===== src/rtl/bus_host_master_if.sv =====
// Host-command, response, bus and interrupt signals of bus_host_master.
// The master modport is the DUT view; the slave modport is its environment.
interface bus_host_master_if;
  logic        cmd_valid;
  logic        cmd_ready;
  logic        cmd_wr;
  logic [7:0]  cmd_addr;
  logic [31:0] cmd_wdata;
  logic        rsp_valid;
  logic [31:0] rsp_rdata;
  logic        M0_req;
  logic        M0_wr;
  logic [7:0]  M0_address;
  logic [31:0] M0_dout;
  logic        M0_grant;
  logic [31:0] M_din;
  logic        F_interrupt;
  logic        D_interrupt;
  logic [1:0]  irq_status;
  logic [1:0]  irq_clr;
  logic [15:0] txn_count;

  modport master (
    input  cmd_valid, cmd_wr, cmd_addr, cmd_wdata, M0_grant, M_din,
    input  F_interrupt, D_interrupt, irq_clr,
    output cmd_ready, rsp_valid, rsp_rdata, M0_req, M0_wr, M0_address, M0_dout,
    output irq_status, txn_count
  );

  modport slave (
    output cmd_valid, cmd_wr, cmd_addr, cmd_wdata, M0_grant, M_din,
    output F_interrupt, D_interrupt, irq_clr,
    input  cmd_ready, rsp_valid, rsp_rdata, M0_req, M0_wr, M0_address, M0_dout,
    input  irq_status, txn_count
  );
endinterface


===== src/rtl/bus_host_master.sv =====
// Host bus master: command FIFO feeding a req/grant bus FSM with read-response capture.
// Macro HOST_IRQ_LATCH_EN selects latched edge-detected interrupt status (default: pass-through).
module bus_host_master #(
  parameter int unsigned FIFO_DEPTH = 4
) (
  input logic               clk,
  input logic               reset_n,
  bus_host_master_if.master bus
);
  localparam int unsigned PtrW = $clog2(FIFO_DEPTH);
  localparam int unsigned CntW = PtrW + 1;

  typedef enum logic [1:0] {StIdle, StReq, StRdata} state_e;
  state_e r_state, w_state_d;

  logic [PtrW-1:0] r_wr_ptr, r_rd_ptr, w_load_ptr;
  logic [CntW-1:0] r_count;
  logic            r_fifo_wr   [FIFO_DEPTH];
  logic [7:0]      r_fifo_addr [FIFO_DEPTH];
  logic [31:0]     r_fifo_data [FIFO_DEPTH];
  logic            w_full, w_empty, w_push, w_pop, w_load;

  logic        r_req, r_wr, w_req_d, w_wr_d;
  logic [7:0]  r_addr, w_addr_d;
  logic [31:0] r_dout, w_dout_d;
  logic        r_rsp_valid, w_rsp_valid_d;
  logic [31:0] r_rdata, w_rdata_d;
  logic [15:0] r_txn_count;

  assign w_full  = (r_count == CntW'(FIFO_DEPTH));
  assign w_empty = (r_count == '0);
  assign w_push  = bus.cmd_valid & ~w_full;

  always_ff @(posedge clk) begin
    if (w_push) begin
      r_fifo_wr[r_wr_ptr]   <= bus.cmd_wr;
      r_fifo_addr[r_wr_ptr] <= bus.cmd_addr;
      r_fifo_data[r_wr_ptr] <= bus.cmd_wdata;
    end
  end

  always_ff @(posedge clk or negedge reset_n) begin
    if (!reset_n) begin
      r_wr_ptr <= '0;
      r_rd_ptr <= '0;
      r_count  <= '0;
    end else begin
      if (w_push) r_wr_ptr <= r_wr_ptr + PtrW'(1);
      if (w_pop)  r_rd_ptr <= r_rd_ptr + PtrW'(1);
      if (w_push && !w_pop)      r_count <= r_count + CntW'(1);
      else if (!w_push && w_pop) r_count <= r_count - CntW'(1);
    end
  end

  // The head stays queued until granted; a completing write may chain straight into the next entry.
  always_comb begin
    w_state_d     = r_state;
    w_req_d       = r_req;
    w_wr_d        = r_wr;
    w_addr_d      = r_addr;
    w_dout_d      = r_dout;
    w_rsp_valid_d = 1'b0;
    w_rdata_d     = r_rdata;
    w_pop         = 1'b0;
    w_load        = 1'b0;
    w_load_ptr    = r_rd_ptr;
    unique case (r_state)
      StIdle: begin
        w_req_d = 1'b0;
        w_wr_d  = 1'b0;
        if (!w_empty) begin
          w_load    = 1'b1;
          w_state_d = StReq;
        end
      end
      StReq: begin
        if (bus.M0_grant) begin
          w_pop = 1'b1;
          if (r_wr) begin
            if (r_count > CntW'(1)) begin
              w_load     = 1'b1;
              w_load_ptr = r_rd_ptr + PtrW'(1);
            end else begin
              w_state_d = StIdle;
              w_req_d   = 1'b0;
              w_wr_d    = 1'b0;
            end
          end else begin
            w_state_d = StRdata;
            w_wr_d    = 1'b0;
          end
        end
      end
      StRdata: begin
        w_rsp_valid_d = 1'b1;
        w_rdata_d     = bus.M_din;
        if (!w_empty) begin
          w_load    = 1'b1;
          w_state_d = StReq;
        end else begin
          w_state_d = StIdle;
          w_req_d   = 1'b0;
          w_wr_d    = 1'b0;
        end
      end
      default: w_state_d = StIdle;
    endcase
    if (w_load) begin
      w_req_d  = 1'b1;
      w_wr_d   = r_fifo_wr[w_load_ptr];
      w_addr_d = r_fifo_addr[w_load_ptr];
      w_dout_d = r_fifo_data[w_load_ptr];
    end
  end

  always_ff @(posedge clk or negedge reset_n) begin
    if (!reset_n) begin
      r_state     <= StIdle;
      r_req       <= 1'b0;
      r_wr        <= 1'b0;
      r_addr      <= '0;
      r_dout      <= '0;
      r_rsp_valid <= 1'b0;
      r_rdata     <= '0;
      r_txn_count <= '0;
    end else begin
      r_state     <= w_state_d;
      r_req       <= w_req_d;
      r_wr        <= w_wr_d;
      r_addr      <= w_addr_d;
      r_dout      <= w_dout_d;
      r_rsp_valid <= w_rsp_valid_d;
      r_rdata     <= w_rdata_d;
      if (w_pop) r_txn_count <= r_txn_count + 16'd1;
    end
  end

  assign bus.cmd_ready  = ~w_full;
  assign bus.M0_req     = r_req;
  assign bus.M0_wr      = r_wr;
  assign bus.M0_address = r_addr;
  assign bus.M0_dout    = r_dout;
  assign bus.rsp_valid  = r_rsp_valid;
  assign bus.rsp_rdata  = r_rdata;
  assign bus.txn_count  = r_txn_count;

`ifdef HOST_IRQ_LATCH_EN
  logic       r_f_prev, r_d_prev;
  logic [1:0] r_irq, w_irq_set;

  assign w_irq_set = {bus.D_interrupt & ~r_d_prev, bus.F_interrupt & ~r_f_prev};

  // Set takes priority over a same-cycle clear.
  always_ff @(posedge clk or negedge reset_n) begin
    if (!reset_n) begin
      r_f_prev <= 1'b0;
      r_d_prev <= 1'b0;
      r_irq    <= '0;
    end else begin
      r_f_prev <= bus.F_interrupt;
      r_d_prev <= bus.D_interrupt;
      r_irq    <= (r_irq & ~bus.irq_clr) | w_irq_set;
    end
  end

  assign bus.irq_status = r_irq;
`else
  logic [1:0] w_unused_irq_clr;
  assign w_unused_irq_clr = bus.irq_clr;
  assign bus.irq_status   = {bus.D_interrupt, bus.F_interrupt};
`endif
endmodule


===== src/flat_wrapper.sv =====
// flat-port wrapper written by rule: the top's interface ports become plain ports
module bus_host_master_flat 
#(
  parameter int unsigned FIFO_DEPTH = 4
)
  (clk, reset_n, bus_cmd_valid, bus_cmd_wr, bus_cmd_addr, bus_cmd_wdata, bus_M0_grant, bus_M_din, bus_F_interrupt, bus_D_interrupt, bus_irq_clr, bus_cmd_ready, bus_rsp_valid, bus_rsp_rdata, bus_M0_req, bus_M0_wr, bus_M0_address, bus_M0_dout, bus_irq_status, bus_txn_count);
  bus_host_master_if bus_i ();
  input logic clk;
  input logic reset_n;
  input wire logic [$bits(bus_i.cmd_valid)-1:0] bus_cmd_valid;
  input wire logic [$bits(bus_i.cmd_wr)-1:0] bus_cmd_wr;
  input wire logic [$bits(bus_i.cmd_addr)-1:0] bus_cmd_addr;
  input wire logic [$bits(bus_i.cmd_wdata)-1:0] bus_cmd_wdata;
  input wire logic [$bits(bus_i.M0_grant)-1:0] bus_M0_grant;
  input wire logic [$bits(bus_i.M_din)-1:0] bus_M_din;
  input wire logic [$bits(bus_i.F_interrupt)-1:0] bus_F_interrupt;
  input wire logic [$bits(bus_i.D_interrupt)-1:0] bus_D_interrupt;
  input wire logic [$bits(bus_i.irq_clr)-1:0] bus_irq_clr;
  output wire logic [$bits(bus_i.cmd_ready)-1:0] bus_cmd_ready;
  output wire logic [$bits(bus_i.rsp_valid)-1:0] bus_rsp_valid;
  output wire logic [$bits(bus_i.rsp_rdata)-1:0] bus_rsp_rdata;
  output wire logic [$bits(bus_i.M0_req)-1:0] bus_M0_req;
  output wire logic [$bits(bus_i.M0_wr)-1:0] bus_M0_wr;
  output wire logic [$bits(bus_i.M0_address)-1:0] bus_M0_address;
  output wire logic [$bits(bus_i.M0_dout)-1:0] bus_M0_dout;
  output wire logic [$bits(bus_i.irq_status)-1:0] bus_irq_status;
  output wire logic [$bits(bus_i.txn_count)-1:0] bus_txn_count;
  assign bus_i.cmd_valid = bus_cmd_valid;
  assign bus_i.cmd_wr = bus_cmd_wr;
  assign bus_i.cmd_addr = bus_cmd_addr;
  assign bus_i.cmd_wdata = bus_cmd_wdata;
  assign bus_i.M0_grant = bus_M0_grant;
  assign bus_i.M_din = bus_M_din;
  assign bus_i.F_interrupt = bus_F_interrupt;
  assign bus_i.D_interrupt = bus_D_interrupt;
  assign bus_i.irq_clr = bus_irq_clr;
  assign bus_cmd_ready = bus_i.cmd_ready;
  assign bus_rsp_valid = bus_i.rsp_valid;
  assign bus_rsp_rdata = bus_i.rsp_rdata;
  assign bus_M0_req = bus_i.M0_req;
  assign bus_M0_wr = bus_i.M0_wr;
  assign bus_M0_address = bus_i.M0_address;
  assign bus_M0_dout = bus_i.M0_dout;
  assign bus_irq_status = bus_i.irq_status;
  assign bus_txn_count = bus_i.txn_count;
  bus_host_master #(.FIFO_DEPTH(FIFO_DEPTH)) u_core (.clk(clk), .reset_n(reset_n), .bus(bus_i));
endmodule

===== config.mk =====
export PLATFORM = sky130hd
export DESIGN_NAME = bus_host_master_flat
export DESIGN_NICKNAME = d
export VERILOG_FILES = /design/src/rtl/bus_host_master_if.sv /design/src/rtl/bus_host_master.sv /design/src/flat_wrapper.sv
export SDC_FILE = /design/constraint.sdc
export NUM_CORES = 1
export LEC_CHECK = 0
export ABC_AREA = 1
export CAP_MARGIN = 25
export CORE_MARGIN = 10
export CORE_UTILIZATION = 30
export CTS_CLUSTER_SIZE = 12
export DETAILED_ROUTE_END_ITERATION = 8
export PLACE_DENSITY = 0.52
export SLEW_MARGIN = 20
export SYNTH_ARGS = -nofsm -noshare
export SYNTH_HDL_FRONTEND = slang
export SYNTH_SLANG_ARGS = --single-unit

===== constraint.sdc =====
create_clock -name clk -period 6.7 [get_ports clk]
set_clock_uncertainty 0.15 [all_clocks]
set_input_delay 1.005 -clock clk [delete_from_list [all_inputs] [get_ports clk]]
set_output_delay 1.005 -clock clk [all_outputs]
set_load 0.05 [all_outputs]

# After elaboration in Yosys (flattened, before gate mapping)
# Memories as Yosys holds them, arrays and structs flattened. A register that Yosys moved wholly into a read port is not among the register bits.
# Index checks and enable logic that the tools add are counted.
# Widths: inputs -> output; s select.
# classes
n_addsub	5
n_lt_le_gt_ge	1
eq_ne	10
bitwise_logic	2
reduce_logical	14
n_mux	31
# ops
cell	count
$mux 1	17
$add 16x1->16 const B	1
$mux 2	8
$mux 3	2
$ne 3x1->1 const B	2
$ne 3x2->1 const B	2
$pmux 1 s3	2
$pmux 2 s3	1
$reduce_and 3->1	2
$reduce_and 5->1	1
$add 2x1->2 const B	2
$logic_not 1->1	4
$ne 2x2->1 const B	2
$reduce_bool 4->1	1
$add 3x1->3 const B	1
$eq 3x3->1 const B	1
$gt 3x1->1 const B	1
$logic_not 3->1	1
$ne 3x3->1 const B	1
$sub 3x1->3 const B	1
$eq 2x1->1 const B	1
$eq 2x2->1 const B	1
$logic_and 1x1->1	2
$logic_not 2->1	1
5 further kinds	5
# totals
memories	3
inputBits	81
out_inout_bits	94
regBits	60
word_cells	75
ram_bits	164
# mem_list
memory	depth	word_bits	read_ports	rd_clocked_by_memory_dff	wr	line	rtl
u_core.r_fifo_data	4	32	1	1	1	bus_host_master.sv:20	logic [31:0] r_fifo_data [FIFO_DEPTH];
u_core.r_fifo_addr	4	8	1	1	1	bus_host_master.sv:19	logic [7:0] r_fifo_addr [FIFO_DEPTH];
u_core.r_fifo_wr	4	1	1	0	1	bus_host_master.sv:18	logic r_fifo_wr [FIFO_DEPTH];

# Longest topological paths before layout
# depth
word_depth	7
ltp_mapped	15
depth_no_buf	14

# Worst setup path after synthesis
# OpenSTA, ideal clock, no wires.
# synth_path
path_type	register -> register
start	register u_core.r_count[0]
end	memory u_core.r_fifo_addr[0][0] (enable)
setup_time_ns	0.440
t_arrival_ns	3.039
t_required_ns	6.110
setup_slack_ns	3.071
n_path_buf	0
synth_period_minus_slack_ns	3.629
stages_incl_launch_ff	6
path_cell_list	dfrtp_1 > inv_1 > ha_1 > nand2_1 > nand2_1 > nor2_1
# synth_between
elab_chain_cells	5
# synth_lines
element	line	rtl
start: declaration	bus_host_master.sv:17	logic [CntW-1:0] r_count;
start signal: assignment	bus_host_master.sv:50	if (w_push && !w_pop) r_count <= r_count + CntW'(1);
start signal: assignment	bus_host_master.sv:51	else if (!w_push && w_pop) r_count <= r_count - CntW'(1);
$eq 3x3->1	bus_host_master.sv:30	assign w_full = (r_count == CntW'(FIFO_DEPTH));
$not 1->1	-	
named net bus_cmd_ready	flat_wrapper.sv:19	output wire logic [$bits(bus_i.cmd_ready)-1:0] bus_cmd_ready;
$and 1x1->1	bus_host_master.sv:32	assign w_push = bus.cmd_valid & ~w_full;
$mux 1	bus_host_master.sv:35	if (w_push) begin
$mux 1 (implied by the code)	bus_host_master.sv:37	r_fifo_addr[r_wr_ptr] <= bus.cmd_addr;
end: declaration	bus_host_master.sv:19	
# The timed path passes the listed nets, and every way through them passes these cells.

# Worst setup path after layout
# layout_path
start	input bus_M0_grant
end	register u_core.r_dout[10], in the netlist u_core.bus.M0_dout[10], read port of u_core.r_fifo_data
# layout_between
elab_chain_cells	2
word_cells_on_any_way	4
classes_between	4 x mux
# layout_lines
element	line	rtl
start: declaration	flat_wrapper.sv:14	input wire logic [$bits(bus_i.M0_grant)-1:0] bus_M0_grant;
$mux 1 or $mux 2 (tied branches)	bus_host_master.sv:77	if (bus.M0_grant) begin
$pmux 1 s2 or $mux 2 (tied branches)	bus_host_master.sv:67	unique case (r_state)
end: declaration	bus_host_master.sv:25	logic [31:0] r_dout, w_dout_d;
# Several ways; a longest one is shown, not always the timed one.
# A chain may end at the register's enable or synchronous reset.

==> flow_summary.toml <==
[worst_setup_path]
slowest_stage = "nand3_4"
timing.rr.end = "u_core.bus.M0_dout[10]$_DFFE_PN0P_"
end_kind = "flip-flop"
cp.arrival_ns = 4.19
critPathRequiredTime_ns = 7.03
critical_path.cell_chain = "clkdlybuf4s50_1 -> nand3_4 -> nor2_8 -> nand3_4 -> nand2_1 -> nand2_2 -> buf_4 -> inv_2 -> buf_12 -> nand2_1 -> nand2_1 -> nand2_1 -> nand2_1"
reg2reg_depth = 15
path_class = "input port to flip-flop"
cpMostUsedCell = "nand2_1"
crit_fanout = 42
r2r_start = "u_core.r_count[1]$_DFFE_PN0P_"
r2r_slack_ns = 3.24
critical-path-max-stage-delay_ns = 0.55
start_kind = "input port"

[global_route]
grt-busiest-layer = "met2"
grt.overflow.total = 0
use_met1 = 0.153
met2_usage = 0.198
grt_pass1_wl_um = 44400
antenna_found_initial = 2
grt_max_degree = 83
met3_usage = 0.0292
gr-usage-all-layers = 0.119
grt_pass1_vias = 7484

[clock_network]
cts_made_buffers = 31
ctsHoldBuffers = 0
cts_resized = 0
htree_levels = 1
postCtsSetupBuffers = 0
clock-sinks = 264
clk_pin_slew_worst_paths_ns = 0.06
clock_latency_ns = 0.55
cts_tree = "done"
cts_root_buf = "clkbuf_16"
cts_max_path_buffers = 3

[synth]
synthesis.area_um2 = 11400
yosys.area_share.simple = 0.245
ys_ff_latch = 264
synth.largest_area_cell = "edfxtp_1"
yosys.area.top_type_share = 0.430
synthCells = 1079
synth_compound_area_frac = 0.00394
synth_xor_area_frac = 0.0161
synth_top_family_by_area = "simple AND/OR/NAND/NOR gates"
synth.distinct_cells = 30
synthAdderAreaFrac = 0.0109
synth_nets = 1170
synth.area.top_cells = "edfxtp_1 43%, dfrtp_1 22%, nand2_1 14%"
yosys_warnings = 0
synthMuxAreaShare = 0.000984
synth_area_per_cell_um2 = 10.6
yosysSeqAreaShare = 0.649

[placement]
hpwlAfterDp_um = 16300
place_ws_ns = 1.91
io_buffers = 168
routabilityCongestion = 0.721

[timing]
max_slew_margin = 0.378
timing.final.crit_share = 0.576
final-hold-violation-count = 0
tns_ns = 0
worst_slew_pin_slew_ns = 0.931
max_freq_mhz = 259
fin_crit_ns = 3.86
rsz0062_at_grt = "false"
finalSetupViolations = 0
drv_slew = 0
setup_ws_ns = 2.84

[finish]
area.sequential_um2 = 7430
final_common_cell = "nand2_1"
final_cell_mix = "441 x nand2_1, 167 x clkdlybuf4s50_1, 164 x edfxtp_1"
areaGrowthSynthToFinish_pct = 26.7
finalCoreUtilization = 0.385
n_fill_cell = 3761
drive_gt1_frac = 0.100
multi_input_area_um2 = 3200
final_nets = 1333

[power_and_ir_drop]
peakVddDrop_uv = 261
leakage_nw = 6.43
power.density_nw_per_um2 = 502

[run_status]
outcome = "finished clean"

[detailed_routing]
drt-initial-drc-count = 407
routedWlPerCell_um = 15.9
num_vias = 7509
finalWirelength_um = 28200
drc_errors = 0
drtAntennaViolNets = 0
dr.pass1.iters = 4
avgViaCountPerCell = 4.23

[die]
initial_core_util = 0.304
num_rows = 71
die-area_um2 = 46400
fp.coreArea_um2 = 37700
die_w_um = 215
io_pins = 175
die_h_um = 215

[run]
max_cap_violations = 0

[hold_path]
hold_path.class = "input port to asynchronous set/reset pin"
==> metal layers <==
layer,part of all wire,vias to the layer above
li1,-,3775
met1,0.46,3539
met2,0.47,154
met3,0.052,39
met4,0.019,2
met5,0.00060,-
==> metrics by stage <==
stage               area (µm²)  cells  power (mW)  hold slack (ns)
global route             14500   1776        7.81            0.262
finish                   14500   1777        7.28            0.259
global placement         13400   1716        5.74            0.302
detailed placement       13400   1716        5.77            0.308
floorplan                11400   1079        4.79            0.313
CTS                      14400   1772        7.40            0.248
==> layout make-up <==
class | count | area share
well taps | 511 | 0.0441
flip-flops and latches | 264 | 0.512
multi-input cells | 651 | 0.221
clock inverters | 7 | 0.00423
diodes | 1 | 0.000173
inverters | 112 | 0.0290
clock buffers | 49 | 0.0623
repair buffers | 182 | 0.127
==> worst max-delay path: cells and delay by family <==
kind | cells | cell delay, ns
AND/OR/NAND/NOR | 9 | 1.57
buffers and inverters | 4 | 1.57
==> how the worst max path moves through the flow <==
stage                                           endpoint                           from  slack [ns]  cells after the start
floorplan             u_core.r_fifo_addr[0][0]$_DFFE_PP_  u_core.r_count[0]$_DFFE_PN0P_        3.07                      5
global placement            u_core.bus.M0_wr$_DFFE_PN0P_                   bus_M0_grant        1.93                     11
detailed placement          u_core.bus.M0_wr$_DFFE_PN0P_                   bus_M0_grant        1.91                     11
CTS                 u_core.bus.M0_address[0]$_DFFE_PN0P_                   bus_M0_grant        2.51                     12
global route          u_core.bus.M0_dout[26]$_DFFE_PN0P_                   bus_M0_grant        2.48                     13
finish                u_core.bus.M0_dout[10]$_DFFE_PN0P_                   bus_M0_grant        2.84                     13
==> sequential cells by signal (all words and copies together), names as in the netlist <==
register,flops
u_core.r_fifo_data,128
u_core.bus.M0_dout,32
u_core.bus.rsp_rdata,32
u_core.r_fifo_addr,32
u_core.bus.txn_count,16
u_core.bus.M0_address,8
u_core.r_fifo_wr,4
u_core.r_count,3
u_core.r_rd_ptr,2
u_core.r_state,2
u_core.r_wr_ptr,2
u_core.bus.M0_req,1
u_core.bus.M0_wr,1
u_core.bus.rsp_valid,1
==> cell families after synthesis <==
logic type      count (synthesis)
mux                             1
compound gates                  9
simple gates                  610
buf+inv                       164
flops                         264
xor+xnor                       21
fa+ha+maj                      10
==> cells in the mapped netlist <==
cell	n
ha_1	10
xor2_1	13
buf_2	17
nand3_1	87
nand2_1	442
dfrtp_1	100
clkbuf_1	9
nor2_8	1
buf_4	7
nand3_2	47
a21oi_1	1
nand2_2	1
nor2_2	3
nor2_4	1
edfxtp_1	164
nor2_1	15
nand3_4	2
xnor2_1	8
buf_12	5
buf_6	14
mux2_2	1
nand4_1	4
nor4_1	1
inv_2	3
nand2_4	3
nand4_2	1
o21ai_1	1
nor3_1	2
o21ai_0	7
inv_1	109
==> report_power, final <==
group / switching (mW) / internal (mW) / total (mW)
logic: 2.29 / 0.978 / 3.27
registers: 0.208 / 2.23 / 2.44
clock network: 0.630 / 0.952 / 1.58
total: 3.13 / 4.16 / 7.28
(Power assumes the default switching activity.)
